### config.mk
export PLATFORM = sky130hd
export DESIGN_NAME = control_unit
export DESIGN_NICKNAME = d
export VERILOG_FILES = /design/src/rtl/mini_src_pkg.sv /design/src/rtl/control_unit_decode.sv /design/src/rtl/control_unit.sv
export SDC_FILE = /design/constraint.sdc
export NUM_CORES = 1
export LEC_CHECK = 0
export CAP_MARGIN = 20
export CORE_UTILIZATION = 39
export CTS_CLUSTER_SIZE = 20
export DETAILED_ROUTE_END_ITERATION = 7
export PLACE_DENSITY = 0.95
export SLEW_MARGIN = 10
export SYNTH_ARGS = -nofsm -noshare
export SYNTH_HDL_FRONTEND = slang
export SYNTH_HIERARCHICAL = 1
export SYNTH_SLANG_ARGS = --single-unit
### constraint.sdc
create_clock -name clock -period 4.75 [get_ports clock]
set_input_delay 0.95 -clock clock [delete_from_list [all_inputs] [get_ports clock]]
set_output_delay 0.95 -clock clock [all_outputs]
set_load 0.03 [all_outputs]
### src/rtl/mini_src_pkg.sv
// Shared Mini-SRC constants: opcodes, ALU add code, control states
// and instruction class indices used by the control unit.
package mini_src_pkg;

    localparam logic [4:0] OP_LD   = 5'b00000;
    localparam logic [4:0] OP_LDI  = 5'b00001;
    localparam logic [4:0] OP_ST   = 5'b00010;
    localparam logic [4:0] OP_ADD  = 5'b00011;
    localparam logic [4:0] OP_SUB  = 5'b00100;
    localparam logic [4:0] OP_AND  = 5'b00101;
    localparam logic [4:0] OP_OR   = 5'b00110;
    localparam logic [4:0] OP_SHR  = 5'b00111;
    localparam logic [4:0] OP_SHRA = 5'b01000;
    localparam logic [4:0] OP_SHL  = 5'b01001;
    localparam logic [4:0] OP_ROR  = 5'b01010;
    localparam logic [4:0] OP_ROL  = 5'b01011;
    localparam logic [4:0] OP_ADDI = 5'b01100;
    localparam logic [4:0] OP_ANDI = 5'b01101;
    localparam logic [4:0] OP_ORI  = 5'b01110;
    localparam logic [4:0] OP_MUL  = 5'b01111;
    localparam logic [4:0] OP_DIV  = 5'b10000;
    localparam logic [4:0] OP_NEG  = 5'b10001;
    localparam logic [4:0] OP_NOT  = 5'b10010;
    localparam logic [4:0] OP_BRX  = 5'b10011;
    localparam logic [4:0] OP_JR   = 5'b10100;
    localparam logic [4:0] OP_JAL  = 5'b10101;
    localparam logic [4:0] OP_IN   = 5'b10110;
    localparam logic [4:0] OP_OUT  = 5'b10111;
    localparam logic [4:0] OP_MFHI = 5'b11000;
    localparam logic [4:0] OP_MFLO = 5'b11001;
    localparam logic [4:0] OP_NOP  = 5'b11010;
    localparam logic [4:0] OP_HALT = 5'b11011;

    localparam logic [4:0] ALU_ADD = OP_ADD;

    typedef enum logic [3:0] {
        RESET, T0, T1, T2, T3, T4, T5, T6, T7, HALT
    } state_t;

    localparam int CL_ALU_R  = 0;
    localparam int CL_ALU_I  = 1;
    localparam int CL_UNARY  = 2;
    localparam int CL_LD     = 3;
    localparam int CL_LDI    = 4;
    localparam int CL_ST     = 5;
    localparam int CL_MULDIV = 6;
    localparam int CL_BRX    = 7;
    localparam int CL_JR     = 8;
    localparam int CL_JAL    = 9;
    localparam int CL_IN     = 10;
    localparam int CL_OUT    = 11;
    localparam int CL_MFHI   = 12;
    localparam int CL_MFLO   = 13;
    localparam int CL_NOP    = 14;
    localparam int CL_HALT   = 15;

endpackage

### src/rtl/control_unit_decode.sv
// Opcode to one-hot instruction class decode.
// MUL_DIV_EN: when undefined, mul/div decode as nop.
module instr_class_decode
    import mini_src_pkg::*;
(
    input  logic [4:0]  opcode,
    output logic [15:0] cls
);

    // One-hot class; unknown and reserved codes fall into nop
    always_comb begin
        cls = '0;
        case (opcode)
            OP_ADD, OP_SUB, OP_AND, OP_OR, OP_SHR, OP_SHRA,
            OP_SHL, OP_ROR, OP_ROL:   cls[CL_ALU_R] = 1'b1;
            OP_ADDI, OP_ANDI, OP_ORI: cls[CL_ALU_I] = 1'b1;
            OP_NEG, OP_NOT:           cls[CL_UNARY] = 1'b1;
            OP_LD:                    cls[CL_LD]    = 1'b1;
            OP_LDI:                   cls[CL_LDI]   = 1'b1;
            OP_ST:                    cls[CL_ST]    = 1'b1;
`ifdef MUL_DIV_EN
            OP_MUL, OP_DIV:           cls[CL_MULDIV] = 1'b1;
`endif
            OP_BRX:                   cls[CL_BRX]   = 1'b1;
            OP_JR:                    cls[CL_JR]    = 1'b1;
            OP_JAL:                   cls[CL_JAL]   = 1'b1;
            OP_IN:                    cls[CL_IN]    = 1'b1;
            OP_OUT:                   cls[CL_OUT]   = 1'b1;
            OP_MFHI:                  cls[CL_MFHI]  = 1'b1;
            OP_MFLO:                  cls[CL_MFLO]  = 1'b1;
            OP_HALT:                  cls[CL_HALT]  = 1'b1;
            default:                  cls[CL_NOP]   = 1'b1;
        endcase
    end

endmodule

### src/rtl/control_unit.sv
// Hardwired Moore control unit sequencing the Mini-SRC datapath.
// MUL_DIV_EN enables the mul/div execute sequences.
module control_unit
    import mini_src_pkg::*;
(
    input  logic        clock,
    input  logic        clear,
    input  logic [31:0] IR,
    input  logic        CON_FF,
    input  logic        Stop,
    output logic        PCout, Zhighout, Zlowout, MDRout, HIout,
    output logic        LOout, InPortout, Cout, BAout,
    output logic        PCin, IRin, MARin, MDRin, Yin, Zhighin,
    output logic        Zlowin, HIin, LOin, OutPortin, CONin,
    output logic        Gra, Grb, Grc, Rin, Rout,
    output logic        IncPC, Read, Write, JAL_flag,
    output logic [4:0]  alu_op,
    output logic        Run
);

    localparam logic [15:0] LAST_T3 = (16'd1 << CL_JR) | (16'd1 << CL_IN)
        | (16'd1 << CL_OUT) | (16'd1 << CL_MFHI) | (16'd1 << CL_MFLO);
    localparam logic [15:0] LAST_T4 = (16'd1 << CL_UNARY) | (16'd1 << CL_JAL);
    localparam logic [15:0] LAST_T5 = (16'd1 << CL_ALU_R)
        | (16'd1 << CL_ALU_I) | (16'd1 << CL_LDI);
    localparam logic [15:0] LAST_T6 = (16'd1 << CL_MULDIV) | (16'd1 << CL_BRX);

    state_t      st, nxt;
    logic [15:0] cls;
    logic [4:0]  opcode;
    logic        last;
    logic        unused_ir;

    assign opcode    = IR[31:27];
    assign unused_ir = ^IR[26:0];

    instr_class_decode u_dec (
        .opcode (opcode),
        .cls    (cls)
    );

    // State register; clear forces RESET without waiting for a clock
    always_ff @(posedge clock or negedge clear) begin
        if (!clear) st <= RESET;
        else        st <= nxt;
    end

    // Next state; Stop is only honoured on an instruction's final step
    always_comb begin
        nxt  = st;
        last = 1'b0;
        unique case (st)
            RESET: nxt = T0;
            T0:    nxt = T1;
            T1:    nxt = T2;
            T2: begin
                if (cls[CL_HALT])     nxt  = HALT;
                else if (cls[CL_NOP]) last = 1'b1;
                else                  nxt  = T3;
            end
            T3: begin nxt = T4; last = |(cls & LAST_T3); end
            T4: begin nxt = T5; last = |(cls & LAST_T4); end
            T5: begin nxt = T6; last = |(cls & LAST_T5); end
            T6: begin nxt = T7; last = |(cls & LAST_T6); end
            T7:    last = 1'b1;
            HALT:  nxt = HALT;
            default: nxt = RESET;
        endcase
        if (last) nxt = Stop ? HALT : T0;
    end

    // Strobe decode from present state and instruction class
    always_comb begin
        PCout = 1'b0; Zhighout = 1'b0; Zlowout = 1'b0; MDRout = 1'b0;
        HIout = 1'b0; LOout = 1'b0; InPortout = 1'b0; Cout = 1'b0;
        BAout = 1'b0; PCin = 1'b0; IRin = 1'b0; MARin = 1'b0;
        MDRin = 1'b0; Yin = 1'b0; Zhighin = 1'b0; Zlowin = 1'b0;
        HIin = 1'b0; LOin = 1'b0; OutPortin = 1'b0; CONin = 1'b0;
        Gra = 1'b0; Grb = 1'b0; Grc = 1'b0; Rin = 1'b0; Rout = 1'b0;
        IncPC = 1'b0; Read = 1'b0; Write = 1'b0; JAL_flag = 1'b0;
        alu_op = '0;
        Run = (st != RESET) && (st != HALT);
        unique case (st)
            T0: begin PCout = 1'b1; MARin = 1'b1; IncPC = 1'b1; PCin = 1'b1; end
            T1: begin Read = 1'b1; MDRin = 1'b1; end
            T2: begin MDRout = 1'b1; IRin = 1'b1; end
            T3: begin
                if (cls[CL_ALU_R] | cls[CL_ALU_I]) begin
                    Grb = 1'b1; Rout = 1'b1; Yin = 1'b1;
                end
                if (cls[CL_UNARY]) begin
                    Grb = 1'b1; Rout = 1'b1; Zlowin = 1'b1; alu_op = opcode;
                end
                if (cls[CL_LDI] | cls[CL_LD] | cls[CL_ST]) begin
                    Grb = 1'b1; BAout = 1'b1; Yin = 1'b1;
                end
                if (cls[CL_MULDIV]) begin Gra = 1'b1; Rout = 1'b1; Yin = 1'b1; end
                if (cls[CL_BRX])  begin Gra = 1'b1; Rout = 1'b1; CONin = 1'b1; end
                if (cls[CL_JR])   begin Gra = 1'b1; Rout = 1'b1; PCin = 1'b1; end
                if (cls[CL_JAL])  begin PCout = 1'b1; JAL_flag = 1'b1; Rin = 1'b1; end
                if (cls[CL_IN])   begin InPortout = 1'b1; Gra = 1'b1; Rin = 1'b1; end
                if (cls[CL_OUT])  begin Gra = 1'b1; Rout = 1'b1; OutPortin = 1'b1; end
                if (cls[CL_MFHI]) begin HIout = 1'b1; Gra = 1'b1; Rin = 1'b1; end
                if (cls[CL_MFLO]) begin LOout = 1'b1; Gra = 1'b1; Rin = 1'b1; end
            end
            T4: begin
                if (cls[CL_ALU_R]) begin
                    Grc = 1'b1; Rout = 1'b1; Zlowin = 1'b1; alu_op = opcode;
                end
                if (cls[CL_ALU_I]) begin Cout = 1'b1; Zlowin = 1'b1; alu_op = opcode; end
                if (cls[CL_UNARY]) begin Zlowout = 1'b1; Gra = 1'b1; Rin = 1'b1; end
                if (cls[CL_LDI] | cls[CL_LD] | cls[CL_ST]) begin
                    Cout = 1'b1; Zlowin = 1'b1; alu_op = ALU_ADD;
                end
                if (cls[CL_MULDIV]) begin
                    Grb = 1'b1; Rout = 1'b1; Zlowin = 1'b1; alu_op = opcode;
`ifdef MUL_DIV_EN
                    Zhighin = 1'b1;
`endif
                end
                if (cls[CL_BRX]) begin PCout = 1'b1; Yin = 1'b1; end
                if (cls[CL_JAL]) begin Gra = 1'b1; Rout = 1'b1; PCin = 1'b1; end
            end
            T5: begin
                if (cls[CL_ALU_R] | cls[CL_ALU_I] | cls[CL_LDI]) begin
                    Zlowout = 1'b1; Gra = 1'b1; Rin = 1'b1;
                end
                if (cls[CL_LD] | cls[CL_ST]) begin Zlowout = 1'b1; MARin = 1'b1; end
                if (cls[CL_MULDIV]) begin Zlowout = 1'b1; LOin = 1'b1; end
                if (cls[CL_BRX]) begin Cout = 1'b1; Zlowin = 1'b1; alu_op = ALU_ADD; end
            end
            T6: begin
                if (cls[CL_LD]) begin Read = 1'b1; MDRin = 1'b1; end
                if (cls[CL_ST]) begin Gra = 1'b1; Rout = 1'b1; MDRin = 1'b1; end
`ifdef MUL_DIV_EN
                if (cls[CL_MULDIV]) begin Zhighout = 1'b1; HIin = 1'b1; end
`endif
                if (cls[CL_BRX]) begin Zlowout = 1'b1; PCin = CON_FF; end
            end
            T7: begin
                if (cls[CL_LD]) begin MDRout = 1'b1; Gra = 1'b1; Rin = 1'b1; end
                if (cls[CL_ST]) Write = 1'b1;
            end
            default: ;
        endcase
    end

endmodule

==> summary.md <==
| Metric | Value |
|---|---|
| Outcome | `complete, no violations` |
| Min Tclk post-route | `4.597 ns` |
| Hpwl dp | `2258 µm` |
| Largest net degree at the start of global routing | `21` |
| Bufs and invs on worst path | `2` |
| Max reg flops | `4` |
| Final hold violations | `0` |
| Vias in the first global route | `1112` |
| Netlist Area Pre-Place | `1056 µm²` |
| Critical Path RT | `approximately 3.8 ns` |
| Worst-path fanout max | `8` |
| R2r startpoint | `st[0]` |
| Post-route DRC | `0` |
| Via Count | `1297` |
| Initial antenna violation count | `0` |
| Antenna diodes | `0` |
| Syn_area_per_cell | `6.684 µm²` |
| PwrDens | `421.3 nW/µm²` |
| Dpl ws | `0.1435 ns` |
| Core Box Area | `about 2500 µm²` |
| Period utilisation layout | `~97%` |
| CTS H-tree depth | `1` |
| Worst Path Arrival | `3.65 ns` |
| Ys async rst share | `100.0%` |
| Crit Path Class | `input port to output port` |
| Pins over their slew limit | `0` |
| Initial Util | `about two fifths` |
| Setup violators final | `0` |
| F_max | `217.5 MHz` |
| TritonCTS clock tree | `done` |
| All-Layer GR Usage | `21.43%` |
| DR WL/cell | `13.51 µm` |
| Sequential share of power | `19.3%` |
| Commonest non-fill, non-tap cell in the layout | `clkdlybuf4s50_1` |
| Slowest cell on crit path | `clkdlybuf4s50_1` |
| Power Internal | `about 280 µW` |
| Primary FF master, synth | `dfrtp_1` |
| Largest reg by FF count | `st` |
| Switching power | `356.0 µW` |
| Yosys warns | `6` |
| Die Height | `~54 µm` |
| Nets | `233` |
| Grt total ovfl | `0` |
| 1st-pass router iterations | `4` |
| Clock Tree Buf Depth | `2` |
| Most frequent cells in the layout | `38 x clkdlybuf4s50_1, 20 x nor2_1, 16 x nand2_1, 12 x a21oi_1, 12 x and2_1` |
| IO Pins | `between 70 and 80` |
| Overall die width | `54.04 µm` |
| Comb power frac | `74.2%` |
| Drt via density | `5.764` |
| Switching part of the total power | `56.23%` |
| EDFF count, synth | `0` |
| Regs by FF count | `st: 4 flops` |
| Final worst setup slack | `0.1525 ns` |
| Fillcell total | `234` |
| MaxCap Viol Count | `0` |
| CTS Sinks | `4` |
| Clock Skews | `0.003608 ns` |
| Final core utilization | `59.57%` |
| CP endpoint kind | `output port` |
| Initial DRC count | `71` |
| DIE AREA | `2920 µm²` |
| CTS clock-pin slew for the worst setup and hold paths | `0.04 ns` |
| Clk pwr share | `6.5%` |
| Largest stage delay on the critical path | `0.66 ns` |
| Fraction of layout cells with a size suffix above 1 | `11.28%` |
| First-pass GRT wire length | `roughly 4800 µm` |
| Cells after Synth | `roughly 160` |
| Synthesis-to-finish area growth | `42.30%` |
| CTS Buf Count | `3` |
| Most used cell, CP | `clkdlybuf4s50_1` |
| Row cnt | `18` |
| Crit-path cells | `clkdlybuf4s50_1 -> nand2b_1 -> nor2_1 -> nor3_4 -> a21oi_1 -> a2111oi_4 -> and2_1 -> clkdlybuf4s50_1` |
| Synth Register Bits | `4` |
| Netlist cell types | `51` |
| Sequential area share after synthesis | `under 10%` |
| GP Congestion | `about 0.90` |
| Slew headroom | `48.43%` |
| Hold buffers post-CTS | `0` |
| Hold Crit Class | `flip-flop to flip-flop` |
| Critical path launch point type | `input port` |
| Crit. Startpoint | `IR[28]` |
| Hold Path Origin | `st[3]` |
| Clock Tree Root | `clkbuf_4` |
| WL final | `3039 µm` |
| Antenna viol nets, final | `0` |
| Post-CTS setup buffer count | `0` |
| IO Port Bufs | `39` |
| Pleak | `roughly 0.00058 µW` |
| CP top delay family | `buffers and inverters` |
| VDD IR max | `just over 0.3 mV` |
| Post-CTS resize count | `0` |
| Worst-Skew Late Latency | `~0.23 ns` |
| Slew of the pin with the lowest slew margin | `0.7736 ns` |
power by group through the flow:
stage	registers (µW)	clock network (µW)	logic (µW)
floorplan	59.2	0	382
global placement	117	0	455
detailed placement	118	0	459
CTS	118	42.1	461
global route	128	44.9	506
finish	122	40.9	470
layer usage:
layer / up-vias / global-route usage (%) / routed length, µm
met4: 0 / 2.991 / 0
met1: 593 / 30.83 / 1285
met2: 70 / 35.80 / 1485
li1: 634 / - / -
met3: 0 / 0.8475 / 268
met5: - / 0 / 0
final cells by class:
| cell class | count | area [µm²] | share of cell area [%] |
|---|---|---|---|
| clock buffers | 3 | 22.52 | 1.499 |
| multi-input cells | 138 | 879.6 | 58.53 |
| flip-flops and latches | 4 | 100.1 | 6.661 |
| inverters | 4 | 17.52 | 1.166 |
| well taps | 30 | 37.54 | 2.498 |
| repair buffers | 46 | 445.4 | 29.64 |
path summary, 6_finish.rpt:
kind / end / slack (ns) / depth (start not counted)
setup / recovery: alu_op[2] / 0.15 / 8
hold / removal: st[2] / 0.78 / 1
setup reg to reg: st[3] / 2.47 / 5
hold reg to reg: st[2] / 0.78 / 1
max in group asynchronous: st[3] / 3.66 / 1
min in group asynchronous: st[2] / 0.92 / 1
worst register-to-register path: stages (launching register included):
cell	delay, ns
dfrtp_1	0.83
and4bb_1	0.55
o21ai_1	0.18
o211ai_1	0.13
nand3b_4	0.18
mux2_4	0.30
cells in the mapped netlist (3+ instances only):
cell | count | area share [%]
inv_1 | 3 | 1.1
buf_2 | 4 | 1.9
dfrtp_1 | 4 | 9.5
nand4_1 | 3 | 1.8
nand3b_1 | 5 | 3.6
a21oi_1 | 12 | 5.7
nand2b_1 | 4 | 2.4
nand2_1 | 16 | 5.7
nor2_1 | 20 | 7.1
o21ai_0 | 10 | 4.7
clkbuf_1 | 4 | 1.4
o211ai_1 | 4 | 2.8
nor3_1 | 8 | 3.8
and2_1 | 12 | 7.1
nor2b_1 | 3 | 1.8
buf_4 | 5 | 3.6
logic make-up after synthesis:
kind of cell / share of synthesized area, %
muxes: 1.421
xor gates and xnor gates: 0.8295
other: 0.7112
and+or+nand+nor: 50.12
DFF: 9.479
AOI/OAI and AO/OA: 27.85
buffers and inverters: 9.597
stage by stage:
step / hold slack (ns) / instances / total power, µW / area (µm²) / setup TNS, ns
3_5_place_dp: 0.7682 / 222 / 577.2 / 1460 / 0
5_1_grt: 0.8431 / 225 / 679.1 / 1503 / -0.003692
2_1_floorplan: 0.6544 / 160 / 440.8 / 1064 / 0
3_3_place_gp: 0.7775 / 222 / 571.8 / 1460 / 0
4_1_cts: 0.7675 / 225 / 620.8 / 1483 / 0
6_report: 0.7778 / 225 / 633.0 / 1503 / 0
Power figures use the tool's default switching activity.
